File: src/rtl/chef_hit_handler.sv
// chef_hit_handler: turns enemy contact reports into chef death, respawn,
// lives and game-over control. All outputs are registered (Moore).
//
// Optional feature macro: HIT_PROXIMITY_EN
//   When defined, a hit is also raised whenever the chef and the enemy are
//   within HIT_DIST pixels of each other on both axes. When undefined, a hit
//   is enemy_hurt alone, and EnemyX/EnemyY/HIT_DIST have no effect.
module chef_hit_handler #(
  parameter int LIVES_INIT    = 3,
  parameter int DEATH_FRAMES  = 60,
  parameter int INVULN_FRAMES = 120,
  parameter int HIT_DIST      = 8
) (
  input  logic       frame_clk,
  input  logic       Reset_n,
  input  logic       start,
  input  logic       enemy_hurt,
  input  logic [9:0] ChefX,
  input  logic [9:0] ChefY,
  input  logic [9:0] EnemyX,
  input  logic [9:0] EnemyY,
  output logic       chef_freeze,
  output logic       chef_respawn,
  output logic       enemy_reset,
  output logic [2:0] lives,
  output logic       invuln,
  output logic       game_over
);

  typedef enum logic [2:0] {
    ST_IDLE     = 3'd0,
    ST_PLAY     = 3'd1,
    ST_DYING    = 3'd2,
    ST_RESPAWN  = 3'd3,
    ST_INVULN   = 3'd4,
    ST_GAMEOVER = 3'd5
  } state_t;

  typedef struct packed {
    logic freeze;
    logic respawn;
    logic ereset;
    logic inv;
    logic gover;
  } outs_t;

  localparam logic [2:0] LIVES_LOAD  = 3'(LIVES_INIT);
  localparam logic [7:0] DEATH_LOAD  = 8'(DEATH_FRAMES - 1);
  localparam logic [7:0] INVULN_LOAD = 8'(INVULN_FRAMES - 1);

  state_t     state;
  state_t     state_nxt;
  logic [7:0] count;
  logic [7:0] count_nxt;
  logic [2:0] lives_nxt;
  outs_t      outs;
  logic       hit;

  // Output pattern belonging to each state; unknown encodings freeze the chef.
  function automatic outs_t decode(input state_t s);
    outs_t o;
    o = '{freeze: 1'b1, respawn: 1'b0, ereset: 1'b0, inv: 1'b0, gover: 1'b0};
    case (s)
      ST_IDLE:     o.freeze = 1'b1;
      ST_PLAY:     o.freeze = 1'b0;
      ST_DYING:    o.freeze = 1'b1;
      ST_RESPAWN: begin
        o.freeze  = 1'b1;
        o.respawn = 1'b1;
        o.ereset  = 1'b1;
      end
      ST_INVULN: begin
        o.freeze = 1'b0;
        o.inv    = 1'b1;
      end
      ST_GAMEOVER: begin
        o.freeze = 1'b1;
        o.gover  = 1'b1;
      end
      default:     o.freeze = 1'b1;
    endcase
    return o;
  endfunction

  // Frame counter decrement that holds at zero.
  function automatic logic [7:0] dec_sat(input logic [7:0] v);
    return (v == 8'd0) ? 8'd0 : v - 8'd1;
  endfunction

`ifdef HIT_PROXIMITY_EN
  // Unsigned absolute difference of two pixel coordinates.
  function automatic logic [9:0] abs_diff(input logic [9:0] a, input logic [9:0] b);
    return (a >= b) ? (a - b) : (b - a);
  endfunction

  logic near;
  assign near = (abs_diff(ChefX, EnemyX) < 10'(HIT_DIST)) &&
                (abs_diff(ChefY, EnemyY) < 10'(HIT_DIST));
  assign hit  = enemy_hurt | near;
`else
  logic unused_pos;
  assign unused_pos = ^{ChefX, ChefY, EnemyX, EnemyY};
  assign hit        = enemy_hurt;
`endif

  // Next-state, frame counter and lives bookkeeping.
  always_comb begin
    state_nxt = state;
    count_nxt = count;
    lives_nxt = lives;
    case (state)
      ST_IDLE: begin
        if (start) state_nxt = ST_RESPAWN;
        else       state_nxt = ST_IDLE;
      end
      ST_PLAY: begin
        if (hit) begin
          state_nxt = ST_DYING;
          count_nxt = DEATH_LOAD;
          lives_nxt = (lives != 3'd0) ? lives - 3'd1 : 3'd0;
        end else begin
          state_nxt = ST_PLAY;
        end
      end
      ST_DYING: begin
        if (count == 8'd0) begin
          if (lives == 3'd0) state_nxt = ST_GAMEOVER;
          else               state_nxt = ST_RESPAWN;
        end else begin
          count_nxt = dec_sat(count);
        end
      end
      ST_RESPAWN: begin
        state_nxt = ST_INVULN;
        count_nxt = INVULN_LOAD;
      end
      ST_INVULN: begin
        if (count == 8'd0) state_nxt = ST_PLAY;
        else               count_nxt = dec_sat(count);
      end
      ST_GAMEOVER: begin
        if (start) begin
          state_nxt = ST_RESPAWN;
          lives_nxt = LIVES_LOAD;
        end else begin
          state_nxt = ST_GAMEOVER;
        end
      end
      default: begin
        state_nxt = ST_IDLE;
        count_nxt = 8'd0;
        lives_nxt = LIVES_LOAD;
      end
    endcase
  end

  // State register with outputs registered from the state being entered.
  always_ff @(posedge frame_clk or negedge Reset_n) begin
    if (!Reset_n) begin
      state <= ST_IDLE;
      count <= 8'd0;
      lives <= LIVES_LOAD;
      outs  <= decode(ST_IDLE);
    end else begin
      state <= state_nxt;
      count <= count_nxt;
      lives <= lives_nxt;
      outs  <= decode(state_nxt);
    end
  end

  assign chef_freeze  = outs.freeze;
  assign chef_respawn = outs.respawn;
  assign enemy_reset  = outs.ereset;
  assign invuln       = outs.inv;
  assign game_over    = outs.gover;

endmodule

File: config.mk
export PLATFORM = sky130hd
export DESIGN_NAME = chef_hit_handler
export DESIGN_NICKNAME = d
export VERILOG_FILES = /design/src/rtl/chef_hit_handler.sv
export SDC_FILE = /design/constraint.sdc
export NUM_CORES = 1
export LEC_CHECK = 0
export BUFFER_PORTS_ARGS = -buffer_cell sky130_fd_sc_hd__buf_2
export CAP_MARGIN = 10
export CORE_MARGIN = 1
export CORE_UTILIZATION = 46
export DETAILED_ROUTE_END_ITERATION = 8
export GPL_TIMING_DRIVEN = 0
export PLACE_DENSITY = 0.78
export SYNTH_ARGS = -nofsm -noshare
export SYNTH_HDL_FRONTEND = slang
export SYNTH_SLANG_ARGS = --single-unit
File: constraint.sdc
create_clock -name frame_clk -period 2.4 [get_ports frame_clk]
set_input_delay 0.48 -clock frame_clk [delete_from_list [all_inputs] [get_ports frame_clk]]
set_output_delay 0.48 -clock frame_clk [all_outputs]
set_load 0.01 [all_outputs]
==> metrics.csv, run 1 <==
metric,value,unit
status,"finished, final reports clean",
synth_top_area_frac,0.323,
hpwl,1940,um
hold_class,input pin to async pin,
ys.warnings.count,0,
cts_max_level,1,
avgSynthCellArea,8.93,um^2
via_per_inst,6.06,
post_cts_buffers,0,
drive_above_1_share,0.221,
fin_nets,192,
dr.pass1.iters,4,
slew_headroom,0.443,
die-height,52.2,um
pre_cts_ws,0.387,ns
async_flop_share,1.00,
die_x,52.2,um
worstSetupPathType,register to register,
worstSetupStartpointType,register,
drv_cap,0,
dp_cells,169,
rsz0062_at_grt,false,
rows,17,
ys.flop_type,dfrtp_1,
synth_seq_cells,18,
drc,0,
path_depth,6,
first_global_vias,922,
syn_nets,176,
vias,1048,
drt-initial-drc-count,47,
wire_per_inst,15.0,um
arrival,2.30,ns
finalNonFillerCells,173,
nFillCells,199,
final_common_cell,dfrtp_1,
skew,0.00908,ns
reg2reg_from,count[0],
synth_area_leader_cell,dfrtp_1,
cp_max_fo,6,
critPathMaxStageDelay,0.68,ns
powerDensity,1450,nW/um^2
grt_overflow_total,0,
io_pins,52,
cp.required,2.61,ns
yosysUniqueCellTypes,46,
design.core.area,2300,um^2
insertion_delay,0.30,ns
worstMarginPinSlew,0.824,ns
clock_sinks,18,
clock_path_buffers,2,
synth-seq-area-share,0.391,
grt_usage,0.212,
synth_area_leaders,"dfrtp_1, dfstp_2, o21ai_0, nand2_1, nor2_1",
area_growth,10.0,%
tns,0,ns
rrSetupSlack,0.32,ns
setup_ws,0.319,ns
finalSetupViolCount,0,
antenna_found_initial,0,
slowest_stage,nor4b_1,
ir_worst_vdd,0.925,mV
worst_r2r_path_depth,6,
leakagePower,0.548,nW
worstSetupEndpointType,register,
hold_viol_final,0,
postRouteWirelength,2600,um
syn_inst,130,
cts.hold.buffers_added,0,
start_util,0.505,
antenna_cells,0,
crit_buf_inv,1,
grt_pass1_wl,4150,um
portBuffers,11,
cts_resized,0,
cts_tree,done,
synth_edf_count,0,
final_cell_mix,"dfrtp_1, buf_2, nor2_1, nand2_1, o21ai_0",
critical_path.top_delay_family,simple AND/OR/NAND/NOR gates,
fin_crit,2.08,ns
place_congestion,0.919,
dieArea,2730,um^2
ant_nets,0,
grt_max_degree,19,
numCtsBuffers,3,
root_buffer,clkbuf_4,
synth_area,1160,um^2
drv_slew,0,
worstPathCellList,inv_1 > ha_1 > nor4b_1 > a211oi_1 > a221oi_1 > a2bb2oi_1,
cp-startpoint,count[0],
post-route-period-util,0.867,
timing.fmax,0.481,GHz
path_clk_slew,0.10,ns
==> final timing paths <==
| path | endpoint |
|---|---|
| worst max register to register | count[3] |
| worst min register to register | lives[1] |
| min in group frame_clk | lives[1] |
| max in group asynchronous | lives[0] |
| worst max-delay path | count[3] |
| worst min-delay path | count[6] |
==> flip-flops by register name, indices dropped and copies added, names as in the netlist <==
name	flops
chef_freeze	1
lives	3
game_over	1
enemy_reset	1
state	3
invuln	1
count	8
==> area by class of cell <==
type	instances	area [um^2]	area share
plain buffers	7	40.0	0.0313
clock buffers	4	26.3	0.0206
inverters	8	30.0	0.0235
multi-input cells	97	637	0.499
flip-flops and latches	18	454	0.356
well taps	28	35.0	0.0274
repair buffers	11	55.1	0.0431
==> through the flow <==
step / area, um^2 / total power (W) / utilization / hold WS [ns]
2_1_floorplan: 1160 / 0.00142 / - / 0.184
3_3_place_gp: 1250 / 0.00165 / 0.545 / 0.429
3_5_place_dp: 1250 / 0.00168 / 0.545 / 0.431
4_1_cts: 1280 / 0.00184 / 0.556 / 0.0972
5_1_grt: 1280 / 0.00200 / 0.556 / 0.109
6_report: 1280 / 0.00186 / 0.556 / 0.0895
==> report_power, final <==
| group | internal (W) | total [W] | switching [W] |
|---|---|---|---|
| Sequential | 0.000441 | 0.000581 | 0.000140 |
| Clock | 0.0000648 | 0.000159 | 0.0000938 |
| Combinational | 0.000486 | 0.00112 | 0.000630 |
| Total | 0.000992 | 0.00186 | 0.000864 |
==> cells in the mapped netlist, types with 3 or more instances <==
library cell  instances
nand3_1               4
clkbuf_1              3
o21ai_0              10
dfrtp_1              15
nor2_1               11
nand2b_1              4
dfstp_2               3
nor2b_1               3
nor3_1                4
inv_1                 8
nand2_1              11
a32oi_1               3
a21oi_1               6
o2bb2ai_1             3
==> layer usage <==
metal  vias to the layer above  track usage  routed length, um
li1                        516            -                  -
met1                       490        0.289               1240
met2                        36        0.308               1150
met3                         6       0.0638                157
met4                         0       0.0921                 48
met5                         -            0                  0
==> logic make-up (layout without fill, tap and decap cells) <==
| family | count (synthesis) | in the layout | share of synthesized area |
|---|---|---|---|
| mux | 2 | 2 | 0.0194 |
| fa+ha+maj | 2 | 2 | 0.0215 |
| compound gates | 45 | 45 | 0.292 |
| buf+inv | 15 | 30 | 0.0603 |
| flops | 18 | 18 | 0.391 |
| simple gates | 48 | 48 | 0.216 |
==> worst register-to-register path: stages (launching register included) <==
cell	delay [ns]
dfrtp_1	0.44
inv_1	0.12
ha_1	0.17
nor4b_1	0.68
a211oi_1	0.16
a221oi_1	0.24
a2bb2oi_1	0.20
(Power assumes the default switching activity.)
==> inputs of run 2 (changes only) <==
CORE_UTILIZATION = 48   (was 46)
CTS_BUF_LIST = sky130_fd_sc_hd__clkbuf_8   (was not set)
PLACE_DENSITY = 0.81   (was 0.78)
==> metrics.csv, run 2 (same netlist as run 1, synthesis figures left out) <==
metric,value,unit,change
io_pins,52,,unchanged
design.core.area,2250,um^2,was 2300 um^2
dieArea,2620,um^2,was 2730 um^2
post_cts_buffers,0,,unchanged
cp_max_fo,6,,unchanged
via_per_inst,6.22,,was 6.06
arrival,2.24,ns,was 2.30 ns
drv_cap,0,,unchanged
fin_crit,2.09,ns,was 2.08 ns
ir_worst_vdd,0.765,mV,was 0.925 mV
hold_class,input pin to async pin,,unchanged
timing.fmax,0.478,GHz,was 0.481 GHz
hold_viol_final,0,,unchanged
grt_usage,0.226,,was 0.212
area_growth,11.6,%,was 10.0%
worstSetupStartpointType,register,,unchanged
die-height,51.2,um,was 52.2 um
grt_overflow_total,0,,unchanged
final_cell_mix,"dfrtp_1, buf_2, nor2_1, nand2_1, o21ai_0",,unchanged
drv_slew,0,,unchanged
path_clk_slew,0.07,ns,was 0.10 ns
powerDensity,1480,nW/um^2,was 1450 nW/um^2
start_util,0.515,,was 0.505
worstSetupPathType,register to register,,unchanged
clock_path_buffers,2,,unchanged
rows,17,,unchanged
drc,0,,unchanged
slew_headroom,0.473,,was 0.443
numCtsBuffers,3,,unchanged
largest_reg_flops,8,,unchanged
grt_pass1_wl,4400,um,was 4150 um
status,"finished, final reports clean",,unchanged
postRouteWirelength,2690,um,was 2600 um
regMostFlops,count,,unchanged
leakagePower,0.560,nW,was 0.548 nW
root_buffer,clkbuf_8,,was clkbuf_4
ant_nets,0,,unchanged
vias,1076,,"was 1,048"
fin_nets,192,,unchanged
cts_max_level,1,,unchanged
die_x,51.2,um,was 52.2 um
finalSetupViolCount,0,,unchanged
skew,0.00939,ns,was 0.00908 ns
cp.required,2.55,ns,was 2.61 ns
hpwl,2010,um,was 1940 um
final_common_cell,dfrtp_1,,unchanged
grt_max_degree,19,,unchanged
drt-initial-drc-count,41,,was 47
clock_sinks,18,,unchanged
drive_above_1_share,0.221,,unchanged
nFillCells,205,,was 199
cts.hold.buffers_added,0,,unchanged
antenna_cells,0,,unchanged
worstSetupEndpointType,register,,unchanged
insertion_delay,0.25,ns,was 0.30 ns
largest_registers,"count: 8 flops, lives: 3 flops, state: 3 flops",,unchanged
antenna_found_initial,0,,unchanged
place_congestion,0.937,,was 0.919
tns,0,ns,unchanged
first_global_vias,975,,was 922
post-route-period-util,0.872,,was 0.867
portBuffers,11,,unchanged
dr.pass1.iters,4,,unchanged
wire_per_inst,15.6,um,was 15.0 um
finish.utilization,0.575,,was 0.556
rsz0062_at_grt,false,,unchanged
cts_resized,0,,unchanged
cts_tree,done,,unchanged
worstMarginPinSlew,0.780,ns,was 0.824 ns
==> run 2: cell count changes in the layout (fill, tap and decap cells not counted), sizes merged <==
| cell | delta |
|---|---|
| clkbuf | -1 |
| inv | +1 |
==> run 2: final timing paths <==
kind	startpoint	to	slack (ns)	cells after the start
setup / recovery	count[0]	count[1]	0.31	6
hold / removal	Reset_n	count[6]	0.14	1
setup reg to reg	count[0]	count[1]	0.31	6
hold reg to reg	lives[1]	lives[1]	0.51	2
max in group asynchronous	Reset_n	lives[0]	1.92	1
min in group frame_clk	lives[1]	lives[1]	0.51	2
==> run 2: stage by stage <==
step | area [um^2] | worst slack, ns | hold WS [ns] | power, W | std cells
floorplan | 1160 | 0.562 | 0.184 | 0.00142 | 130
global placement | 1250 | 0.403 | 0.424 | 0.00164 | 169
finish | 1300 | 0.306 | 0.143 | 0.00192 | 173
detailed placement | 1250 | 0.325 | 0.429 | 0.00169 | 169
CTS | 1300 | 0.318 | 0.155 | 0.00191 | 173
global route | 1300 | 0.229 | 0.170 | 0.00207 | 173
==> run 2: layout make-up <==
type | instances | area (um^2) | area share
buffer | 7 | 40.0 | 0.0309
tap | 28 | 35.0 | 0.0270
sequential | 18 | 454 | 0.350
clock inverter | 1 | 3.75 | 0.00290
inverter | 8 | 30.0 | 0.0232
multi-input combinational | 97 | 637 | 0.491
clock buffer | 3 | 41.3 | 0.0319
timing repair buffer | 11 | 55.1 | 0.0425
==> run 2: worst max-delay path: stages, from the launching register on <==
cell and delay [ns]:
dfrtp_1 0.45, inv_1 0.13, ha_1 0.17, or4b_4 0.53, o21ai_2 0.23, o221ai_1 0.23
a22o_2 0.26
==> run 2: routing by layer <==
metal	wire [um]	global-route usage	up-vias
li1	-	-	513
met1	1150	0.293	508
met2	1300	0.364	49
met4	49	0.0787	0
met3	185	0.0565	6
met5	0	0	-
==> run 2: power breakdown <==
group	switching (W)	internal, W	leakage (nW)
Combinational	0.000645	0.000487	0.309
Clock	0.0000986	0.000114	0.0269
Sequential	0.000138	0.000442	0.224
Total	0.000882	0.00104	0.560
==> inputs of run 3 (changes only) <==
CAP_MARGIN = not set   (was 10)
clock period = 2 ns   (was 2.4 ns; I/O delays follow)
==> metrics.csv, run 3 (same netlist as run 1, synthesis figures left out) <==
metric,value,unit,change
status,"finished, final reports clean",,unchanged
final_common_cell,dfrtp_1,,unchanged
grt_max_degree,19,,unchanged
clock_sinks,18,,unchanged
ir_worst_vdd,0.829,mV,was 0.765 mV
die-height,51.2,um,unchanged
largest_registers,"count: 8 flops, lives: 3 flops, state: 3 flops",,unchanged
hold_class,input pin to async pin,,unchanged
finalSetupViolCount,0,,unchanged
slew_headroom,0.530,,was 0.473
worstSetupPathType,register to register,,unchanged
portBuffers,11,,unchanged
start_util,0.515,,unchanged
setup_ws,0.0419,ns,was 0.306 ns
skew,0.00924,ns,was 0.00939 ns
timing.fmax,0.511,GHz,was 0.478 GHz
first_global_vias,1002,,was 975
root_buffer,clkbuf_8,,unchanged
insertion_delay,0.25,ns,about the same
fin_crit,1.96,ns,was 2.09 ns
antenna_cells,0,,unchanged
wire_per_inst,16.3,um,was 15.6 um
cts_max_level,1,,unchanged
finalPower,0.00249,W,was 0.00192 W
path_clk_slew,0.07,ns,about the same
fin_nets,196,,was 192
postRouteWirelength,2880,um,was 2690 um
place_congestion,0.937,,unchanged
rows,17,,unchanged
worstSetupEndpointType,register,,unchanged
worstPathCellList,inv_2 > ha_4 > or4b_4 > o31ai_4 > and3_1 > buf_6 > a22o_2,,was inv_1 > ha_1 > or4b_4 > o21ai_2 > o221ai_1 > a22o_2
clock_path_buffers,2,,unchanged
area_growth,17.9,%,was 11.6%
design_area,1370,um^2,was 1300 um^2
nFillCells,196,,was 205
slowest_stage,or4b_4,,unchanged
cp_max_fo,6,,unchanged
design.core.area,2250,um^2,unchanged
rsz0062_at_grt,true,,was false
arrival,2.16,ns,was 2.24 ns
cts_tree,done,,unchanged
numCtsBuffers,3,,unchanged
critPathMaxStageDelay,0.53,ns,about the same
drive_above_1_share,0.295,,was 0.221
finish.utilization,0.607,,was 0.575
die_x,51.2,um,unchanged
dieArea,2620,um^2,unchanged
vias,1098,,"was 1,076"
drt-initial-drc-count,58,,was 41
grt_pass1_wl,4600,um,was 4400 um
dr.pass1.iters,4,,unchanged
whs,0.0637,ns,was 0.143 ns
hold_viol_final,0,,unchanged
ant_nets,0,,unchanged
worstMarginPinSlew,0.699,ns,was 0.780 ns
place_area,1250,um^2,unchanged
worstSetupStartpointType,register,,unchanged
grt_usage,0.236,,was 0.226
drv_slew,0,,unchanged
via_per_inst,6.20,,was 6.22
io_pins,52,,unchanged
pre_cts_ws,-0.0750,ns,was 0.325 ns
powerDensity,1820,nW/um^2,was 1480 nW/um^2
regMostFlops,count,,unchanged
cp.required,2.20,ns,was 2.55 ns
antenna_found_initial,0,,unchanged
drc,0,,unchanged
final_cell_mix,"dfrtp_1, buf_2, nand2_1",,"was dfrtp_1, buf_2, nor2_1, nand2_1, o21ai_0"
cts.hold.buffers_added,0,,unchanged
leakagePower,0.582,nW,was 0.560 nW
post-route-period-util,0.979,,was 0.872
largest_reg_flops,8,,unchanged
drv_cap,0,,unchanged
hpwl,2010,um,unchanged
grt_overflow_total,0,,unchanged
run 3: changes by cell type in the layout (fill, tap and decap cells not counted), sizes merged:
| cell | change |
|---|---|
| buf | +4 |
run 3: stage by stage:
step           std cells  setup TNS (ns)
2_1_floorplan        130               0
3_3_place_gp         169               0
3_5_place_dp         169          -0.148
4_1_cts              173        -0.00893
5_1_grt              177         -0.0266
6_report             177               0
run 3: final cells by class:
class | count | area (um^2) | area share
multi-input cells | 97 | 678 | 0.495
plain buffers | 7 | 40.0 | 0.0293
repair buffers | 15 | 85.1 | 0.0622
well taps | 28 | 35.0 | 0.0256
clock inverters | 1 | 3.75 | 0.00274
clock buffers | 3 | 41.3 | 0.0302
flip-flops and latches | 18 | 455 | 0.333
inverters | 8 | 30.0 | 0.0219
run 3: worst max-delay path: cells and delay by family (launching register included):
family / cells / cell delay, ns
buf+inv: 2 / 0.21
compound gates: 2 / 0.42
fa+ha+maj: 1 / 0.13
simple gates: 2 / 0.73
flops: 1 / 0.41
run 3: path summary, 6_finish.rpt:
kind                            start           to  slack (ns)  cells past startpoint
setup / recovery             count[0]     count[1]        0.04                      7
hold / removal                Reset_n     count[6]        0.06                      1
setup reg to reg             count[0]     count[1]        0.04                      7
hold reg to reg              lives[1]     lives[1]        0.51                      2
max in group asynchronous     Reset_n     lives[0]        1.60                      1
min in group frame_clk     enemy_hurt  chef_freeze        0.48                      3
run 3: report_power, final:
part	switching, W	total (W)	internal, W
sequential	0.000155	0.000687	0.000533
combinational	0.000868	0.00154	0.000676
clock	0.000119	0.000255	0.000136
run 3: per-layer routing:
| layer | GRT usage | wire length (um) | share of wire | up-vias |
|---|---|---|---|---|
| met5 | 0 | 0 | 0 | - |
| met4 | 0.0880 | 74 | 0.026 | 0 |
| met3 | 0.0655 | 207 | 0.072 | 12 |
| met2 | 0.379 | 1390 | 0.48 | 53 |
| met1 | 0.299 | 1210 | 0.42 | 513 |
| li1 | - | - | - | 520 |
run 3: what timing repair did:
action	CTS	global route
resized for setup	3	7
endpoints found under the setup margin	4	6
pin swaps	0	3
buffers inserted	0	4
